File: src/rtl/mod_shiftrows_buffer_if.sv
// Handshake bundle for mod_shiftrows_buffer: element input side, block output side, flush.
interface mod_shiftrows_buffer_if #(
    parameter int DW   = 8,
    parameter int NROW = 4,
    parameter int NCOL = 4
);
    localparam int NB = NROW * NCOL;
    localparam int CW = $clog2(NB);

    logic              flush;
    logic              in_valid;
    logic              in_ready;
    logic [DW-1:0]     in_data;
    logic              in_inv;
    logic              out_valid;
    logic              out_ready;
    logic [NB*DW-1:0]  out_data;
    logic              out_inv;
    logic [CW-1:0]     byte_cnt;

    modport master (
        output flush, in_valid, in_data, in_inv, out_ready,
        input  in_ready, out_valid, out_data, out_inv, byte_cnt
    );

    modport slave (
        input  flush, in_valid, in_data, in_inv, out_ready,
        output in_ready, out_valid, out_data, out_inv, byte_cnt
    );
endinterface

File: src/rtl/mod_shiftrows_buffer.sv
// Byte-serial state collector presenting a ShiftRows/InvShiftRows-permuted block.
// Define SHF_PINGPONG_EN for a two-bank buffer that streams blocks with no bubble.
module mod_shiftrows_buffer #(
    parameter int DW   = 8,
    parameter int NROW = 4,
    parameter int NCOL = 4
) (
    input  logic                  clk,
    input  logic                  resetn,
    mod_shiftrows_buffer_if.slave bus
);
    localparam int NB = NROW * NCOL;
    localparam int CW = $clog2(NB);

    logic          in_fire;
    logic          wr_en;
    logic          last_elem;
    logic          rd_mode;
    logic [CW-1:0] cnt_q;
    logic [CW-1:0] cnt_d;

    assign in_fire      = bus.in_valid & bus.in_ready;
    // flush wins over a coincident element write
    assign wr_en        = in_fire & ~bus.flush;
    assign last_elem    = (cnt_q == CW'(NB - 1));
    assign bus.byte_cnt = cnt_q;
    assign rd_mode      = bus.out_inv;

`ifdef SHF_PINGPONG_EN
    logic       out_fire;
    logic       wr_ptr_q;
    logic       rd_ptr_q;
    logic [1:0] full_q;
    logic [1:0] mode_q;

    assign out_fire      = bus.out_valid & bus.out_ready;
    assign bus.in_ready  = ~full_q[wr_ptr_q];
    assign bus.out_valid = full_q[rd_ptr_q];
    assign bus.out_inv   = mode_q[rd_ptr_q];

    always_comb begin
        cnt_d = cnt_q;
        if (bus.flush) begin
            cnt_d = '0;
        end else if (wr_en) begin
            cnt_d = last_elem ? '0 : cnt_q + CW'(1);
        end
    end

    // A bank being written is never full, so a completing write and a read
    // in the same cycle always touch different banks.
    always_ff @(posedge clk or negedge resetn) begin
        if (!resetn) begin
            full_q   <= '0;
            mode_q   <= '0;
            wr_ptr_q <= 1'b0;
            rd_ptr_q <= 1'b0;
        end else if (bus.flush) begin
            full_q   <= '0;
            wr_ptr_q <= 1'b0;
            rd_ptr_q <= 1'b0;
        end else begin
            if (wr_en && cnt_q == '0) begin
                mode_q[wr_ptr_q] <= bus.in_inv;
            end
            if (wr_en && last_elem) begin
                full_q[wr_ptr_q] <= 1'b1;
                wr_ptr_q         <= ~wr_ptr_q;
            end
            if (out_fire) begin
                full_q[rd_ptr_q] <= 1'b0;
                rd_ptr_q         <= ~rd_ptr_q;
            end
        end
    end
`else
    typedef enum logic {LOAD, FULL} state_t;

    state_t state_q;
    state_t state_d;
    logic   mode_q;

    assign bus.out_inv = mode_q;

    always_ff @(posedge clk or negedge resetn) begin
        if (!resetn) begin
            state_q <= LOAD;
            mode_q  <= 1'b0;
        end else begin
            state_q <= state_d;
            if (wr_en && cnt_q == '0) begin
                mode_q <= bus.in_inv;
            end
        end
    end

    always_comb begin
        state_d       = state_q;
        cnt_d         = cnt_q;
        bus.in_ready  = 1'b0;
        bus.out_valid = 1'b0;
        case (state_q)
            LOAD: begin
                bus.in_ready = 1'b1;
                if (bus.in_valid) begin
                    if (last_elem) begin
                        cnt_d   = '0;
                        state_d = FULL;
                    end else begin
                        cnt_d = cnt_q + CW'(1);
                    end
                end
            end
            FULL: begin
                bus.out_valid = 1'b1;
                if (bus.out_ready) begin
                    state_d = LOAD;
                end
            end
            default: state_d = LOAD;
        endcase
        if (bus.flush) begin
            state_d = LOAD;
            cnt_d   = '0;
        end
    end
`endif

    always_ff @(posedge clk or negedge resetn) begin
        if (!resetn) begin
            cnt_q <= '0;
        end else begin
            cnt_q <= cnt_d;
        end
    end

    for (genvar gi = 0; gi < NB; gi++) begin : g_elem
        logic [DW-1:0] rd;
`ifdef SHF_PINGPONG_EN
        logic [DW-1:0] q [2];
        always_ff @(posedge clk or negedge resetn) begin
            if (!resetn) begin
                q[0] <= '0;
                q[1] <= '0;
            end else if (wr_en && cnt_q == CW'(gi)) begin
                q[wr_ptr_q] <= bus.in_data;
            end
        end
        assign rd = q[rd_ptr_q];
`else
        logic [DW-1:0] q;
        always_ff @(posedge clk or negedge resetn) begin
            if (!resetn) begin
                q <= '0;
            end else if (wr_en && cnt_q == CW'(gi)) begin
                q <= bus.in_data;
            end
        end
        assign rd = q;
`endif
    end

    // Row r rotates left by r (forward) or right by r (inverse), modulo NCOL.
    for (genvar gi = 0; gi < NB; gi++) begin : g_perm
        localparam int R  = gi / NCOL;
        localparam int C  = gi % NCOL;
        localparam int SF = R * NCOL + (C + R) % NCOL;
        localparam int SI = R * NCOL + (C + NCOL - (R % NCOL)) % NCOL;
        assign bus.out_data[gi*DW +: DW] = rd_mode ? g_elem[SI].rd : g_elem[SF].rd;
    end
endmodule
File: src/flat_wrapper.sv
// flat-port wrapper written by rule: the top's interface ports become plain ports
module mod_shiftrows_buffer_flat 
#(
    parameter int DW   = 8,
    parameter int NROW = 4,
    parameter int NCOL = 4
)
  (clk, resetn, bus_flush, bus_in_valid, bus_in_data, bus_in_inv, bus_out_ready, bus_in_ready, bus_out_valid, bus_out_data, bus_out_inv, bus_byte_cnt);
  mod_shiftrows_buffer_if #(.DW(DW), .NROW(NROW), .NCOL(NCOL)) bus_i ();
  input  logic clk;
  input  logic resetn;
  input wire logic [$bits(bus_i.flush)-1:0] bus_flush;
  input wire logic [$bits(bus_i.in_valid)-1:0] bus_in_valid;
  input wire logic [$bits(bus_i.in_data)-1:0] bus_in_data;
  input wire logic [$bits(bus_i.in_inv)-1:0] bus_in_inv;
  input wire logic [$bits(bus_i.out_ready)-1:0] bus_out_ready;
  output wire logic [$bits(bus_i.in_ready)-1:0] bus_in_ready;
  output wire logic [$bits(bus_i.out_valid)-1:0] bus_out_valid;
  output wire logic [$bits(bus_i.out_data)-1:0] bus_out_data;
  output wire logic [$bits(bus_i.out_inv)-1:0] bus_out_inv;
  output wire logic [$bits(bus_i.byte_cnt)-1:0] bus_byte_cnt;
  assign bus_i.flush = bus_flush;
  assign bus_i.in_valid = bus_in_valid;
  assign bus_i.in_data = bus_in_data;
  assign bus_i.in_inv = bus_in_inv;
  assign bus_i.out_ready = bus_out_ready;
  assign bus_in_ready = bus_i.in_ready;
  assign bus_out_valid = bus_i.out_valid;
  assign bus_out_data = bus_i.out_data;
  assign bus_out_inv = bus_i.out_inv;
  assign bus_byte_cnt = bus_i.byte_cnt;
  mod_shiftrows_buffer #(.DW(DW), .NROW(NROW), .NCOL(NCOL)) u_core (.clk(clk), .resetn(resetn), .bus(bus_i));
endmodule
File: config.mk
export PLATFORM = sky130hd
export DESIGN_NAME = mod_shiftrows_buffer_flat
export DESIGN_NICKNAME = d
export VERILOG_FILES = /design/src/rtl/mod_shiftrows_buffer_if.sv /design/src/rtl/mod_shiftrows_buffer.sv /design/src/flat_wrapper.sv
export SDC_FILE = /design/constraint.sdc
export NUM_CORES = 1
export LEC_CHECK = 0
export BUFFER_PORTS_ARGS = -buffer_cell sky130_fd_sc_hd__buf_2
export CAP_MARGIN = 15
export CORE_MARGIN = 5
export CORE_UTILIZATION = 35
export DETAILED_ROUTE_END_ITERATION = 7
export GPL_TIMING_DRIVEN = 0
export MAX_ROUTING_LAYER = met4
export SYNTH_ARGS = -nofsm -noshare
export SYNTH_HDL_FRONTEND = slang
export SYNTH_SLANG_ARGS = --single-unit
File: constraint.sdc
create_clock -name clk -period 1.87 [get_ports clk]
set_clock_uncertainty 0.15 [all_clocks]
set_input_delay 0.2805 -clock clk [delete_from_list [all_inputs] [get_ports clk]]
set_output_delay 0.2805 -clock clk [all_outputs]
set_load 0.005 [all_outputs]
**Word-level counts from Yosys, hierarchy flattened**

Index checks and enable logic that the tools add are counted.

- Bits in registers: 134
- Output and inout bits: 135

- Add/subtract/negate cells: 1
- Equality and inequality tests: 16
- Muxes and demuxes: 19
- Bitwise gates (word level): 4
- Reduce and logical (&&, ||, !) cells: 19

Operators by type and width:

| cell | count |
|---|---|
| 8-bit 2-to-1 mux | 8 |
| 4-bit == test (second input constant) | 8 |
| 4-bit by 3-bit == test with 1-bit output (second input constant) | 4 |
| 1-bit logical AND | 16 |
| 4-bit 2-to-1 mux | 4 |
| 4-bit by 2-bit == test with 1-bit output (second input constant) | 2 |
| 1-bit 2-to-1 mux | 6 |
| 4-bit by 1-bit adder with 4-bit output (second input constant) | 1 |
| 4-bit by 1-bit == test with 1-bit output (second input constant) | 1 |
| 4-bit logical NOT | 1 |
| 1-bit bitwise AND | 2 |
| 2-bit inequality test (second input constant) | 1 |
| 1-bit NOT | 2 |
| 1-bit one-hot mux with 2 select lines | 1 |
| 2-bit AND reduction | 1 |
| 2-bit nonzero test | 1 |

**Longest topological paths before layout**

- Depth after elaboration: 5
- Mapped depth: 6
- Mapped depth without buffers: 5

**Worst setup path before layout**

Ideal clock, no wire load.

- Path type: flip-flop to flip-flop
- From: register u_core.cnt_q[0], in the netlist u_core.bus.byte_cnt[0]
- To: register u_core.g_elem[10].q[0]
- Library setup time: 125 ps
- Arrival time: 1,688 ps
- Data required time: 1,595 ps
- Setup slack: -93 ps
- Stages on the path, launching flop included: 7
- Path buffers: 1
- Cell sequence: dfrtp_1 -> inv_1 -> ha_1 -> nand2_1 -> or4_4 -> buf_6 -> mux2_4

- Longest elaborated chain between the ends: 2

RTL lines:

| what | line | text |
|---|---|---|
| start, declared | mod_shiftrows_buffer.sv:19 | `logic [CW-1:0] cnt_q;` |
| start signal, assigned | mod_shiftrows_buffer.sv:133 | `cnt_q <= cnt_d;` |
| 4-bit == test | mod_shiftrows_buffer.sv:155 | `end else if (wr_en && cnt_q == CW'(gi)) begin` |
| 1-bit logical AND | mod_shiftrows_buffer.sv:155 |  |
| end signal, assigned | mod_shiftrows_buffer.sv:156 | `q <= bus.in_data;` |
| end, declared | mod_shiftrows_buffer.sv:151 | `logic [DW-1:0] q;` |

Every way passes these cells.
A chain may end at the register's enable or synchronous reset.

**Worst setup path in the final report**

- From: register u_core.mode_q, in the netlist u_core.bus.out_inv
- To: output bus_out_data[45]

- Longest elaborated chain between the ends: 1

RTL lines:

| what | line | text |
|---|---|---|
| start, declared | mod_shiftrows_buffer.sv:81 | `logic mode_q;` |
| start signal, assigned | mod_shiftrows_buffer.sv:92 | `mode_q <= bus.in_inv;` |
| 8-bit 2-to-1 mux | mod_shiftrows_buffer.sv:169 | `assign bus.out_data[gi*DW +: DW] = rd_mode ? g_elem[SI].rd : g_elem[SF].rd;` |
| end, declared | flat_wrapper.sv:19 | `output wire logic [$bits(bus_i.out_data)-1:0] bus_out_data;` |

Every way passes these cells.

==> impl_results.md <==
* Top post-synthesis cells by count: mux2_2 (185), dfrtp_1 (134), clkbuf_1 (16)
* Max-cap violations at 0
* Final Hold Viols at 0
* Largest net degree at the start of global routing at 82
* Synthesized area at 6050 um2
* Setup CP Type: reg -> out
* CP Capture Type: output pin
* Min-Delay Startpoint: bus_in_data[4]
* CTS tree: yes
* Average routed wire per standard cell at 21.0 um
* Tot GR Track Use at 17.8%
* RD Place Congestion at 0.790
* Yosys reg bits at 134
* Top-area cell type share of the netlist area at between 50% and 60%
* Core footprint at 17100 um2
* R2R setup slack at -30 ps
* Final Max Slew Viols at 0
* Largest area contributor in the netlist: dfrtp_1
* HPWL after detailed placement at between 10000 and 15000 um
* Slew margin rel. at 47.3%
* Num ports at 149
* Initial antenna violation count at 0
* Die H at 141 um
* Starting Density at 35.3%
* RSZ-0062 raised after global routing: yes
* R2R cell count at 6
* VDD IR-drop max at around 570 uV
* CTS sink count at 134
* Hold-critical path endpoint: u_core.g_elem[14].q[4]$_DFFE_PN0P_
* Most used DFF post-synth: dfrtp_1
* Clock tree buffer depth at 2
* Layout Nets at 606
* Number of global-route vias before repair at 4377
* Max Fanout on Critical Path at 10
* Final worst-path cycle share at 110%
* Number of flops mapped to enable cells by yosys at 0
* Final wirelength at 17300 um
* Row count at 48
* Setup Viol. Count Final at 72
* Outcome: finished, violations left
* H-tree Lvls at 4
* Hold depth at 2
* Area added between synthesis and finish at 37.7%
* PortBufs at 148
* Crit path arrival time at between 1500 and 2000 ps
* Slew @ Worst Pin at 791 ps
* Grt ovf at 0
* Worst R2R End: u_core.g_elem[10].q[1]$_DFFE_PN0P_
* Cells after Synth at 400
* First-pass GRT wire length at ~26000 um
* DRT iter0 DRCs at 160
* DRC at 0
* Antenna fix cells at 0
* Reg2reg start: u_core.bus.byte_cnt[0]$_DFFE_PN0P_
* # fillers at ~1.5k
* Tmin final at 2060 ps
* Share of post-route cells with drive strength above 1 at between 70% and 80%
* Ranking of synthesized cells by area: dfrtp_1 (55%), mux2_2 (34%), mux2_4 (2.0%), nand3_2 (0.99%), clkbuf_1 (0.99%)
* Sequential area share after synthesis at a little under three fifths
* Vias per Instance at 4.88
* FMAX at 0.487 GHz
* Cell leakage power at roughly 4.4 nW
* Clock transition at path regs at 60 ps
* Dpl ws at -499 ps
* Clock root cell: clkbuf_16
* Avg Cell Area, Syn at 15.1 um2
* Die X at 141 um
* Count leader, synth: mux2_2
* Worst-skew pair later-pin latency at 420 ps
* Worst setup SP type: flip-flop
* Via count at 4035
* Total power per unit cell area at 967 nW/um2
* Mapped Nets at between 400 and 500
* Synthesis Warnings at 0
* First-pass DRT Iterations at 4
* Ys async rst share at 100%
* CTS Buf Count at 17
* Fin Hold WS at 52.2 ps
* Post-synth cell types at 31
* Final worst slack at -185 ps
* Die Footprint at 20000 um2
* Routed Antenna Nets at 0
* Req. time, crit path at 1440 ps
* Failing checks: setup timing
* HP Class: in -> reg
-- layer usage --
layer	global-route usage, %	vias up	share of wire [%]
met2	29.3	91	51
met4	5.96	0	2.1
li1	-	1822	-
met1	21.6	2095	44
met3	4.35	27	3.2
met5	-	-	0
-- cell families (layout without fill, tap and decap cells) --
kind of cell	after synthesis	in the layout	synth area share, %
adders and majority gates	4	4	0.828
and+or+nand+nor	38	39	4.66
muxes	194	194	36.6
AOI/OAI and AO/OA	3	3	0.352
DFF	134	134	55.5
xor gates and xnor gates	1	1	0.145
buffers and inverters	26	226	1.95
-- where the power goes --
group / switching, mW / internal [mW] / total [mW]
registers: 0.139 / 3.16 / 3.30
logic: 0.652 / 0.805 / 1.46
clock network: 1.32 / 1.97 / 3.29
total: 2.11 / 5.94 / 8.05
-- placed cells by master, fill, tap and decap left out, types with 5 or more instances in the layout --
master	count
mux2_2	169
buf_2	139
dfrtp_1	130
mux2_4	24
clkbuf_16	23
buf_6	17
buf_4	12
clkbuf_1	8
nand3_4	7
clkinv_4	5
-- cell type report --
| class | count | area [um2] | share of cell area (%) |
|---|---|---|---|
| inverter | 4 | 18.8 | 0.225 |
| timing repair buffer | 170 | 1030 | 12.4 |
| sequential | 134 | 3360 | 40.3 |
| buffer | 20 | 263 | 3.16 |
| tap | 225 | 282 | 3.38 |
| clock buffer | 17 | 425 | 5.11 |
| clock inverter | 15 | 156 | 1.88 |
| multi-input combinational | 241 | 2790 | 33.5 |
-- state kept, by name, indices dropped and copies added (netlist names) --
name                 flops
u_core.g_elem.q        128
u_core.bus.byte_cnt      4
u_core.bus.out_inv       1
u_core.state_q           1
-- how the worst max path moves through the flow --
| stage | from | end | cells past startpoint |
|---|---|---|---|
| final | u_core.bus.out_inv$_DFFE_PN0P_ | bus_out_data[45] | 4 |
| after global routing | u_core.bus.out_inv$_DFFE_PN0P_ | bus_out_data[45] | 4 |
| after CTS | u_core.bus.out_inv$_DFFE_PN0P_ | bus_out_data[45] | 4 |
| after detailed placement | u_core.bus.byte_cnt[0]$_DFFE_PN0P_ | u_core.g_elem[15].q[5]$_DFFE_PN0P_ | 3 |
| after global placement | resetn | u_core.g_elem[11].q[6]$_DFFE_PN0P_ | 1 |
| after floorplan | u_core.bus.byte_cnt[0]$_DFFE_PN0P_ | u_core.g_elem[10].q[0]$_DFFE_PN0P_ | 6 |
-- critical path: stages, from the launching register on --
cell       delay, ps
dfrtp_2          370
clkbuf_16        160
clkbuf_16        170
mux2_2           360
buf_2            140
-- through the flow --
step | utilization [%] | power (mW) | std cells | instance area, um2 | setup TNS (ps)
after floorplan | - | 3.94 | 400 | 6050 | -502
after global placement | 41.3 | 4.49 | 773 | 7080 | -231360
after detailed placement | 41.5 | 4.54 | 774 | 7110 | -50210
after CTS | 47.4 | 8.11 | 820 | 8120 | -11260
after global routing | 48.7 | 8.39 | 826 | 8330 | -13430
final | 48.7 | 8.05 | 826 | 8330 | -9330
-- what timing repair did --
action                     CTS  global route
gates resized for setup     64            42
cloned                       1             1
hold buffers                 2             0
buffers inserted            13             5
setup endpoints to repair  194           146
pin swaps                    4             4
hold endpoints to repair    54             0
Note: power is estimated with default switching activity, not from simulation.
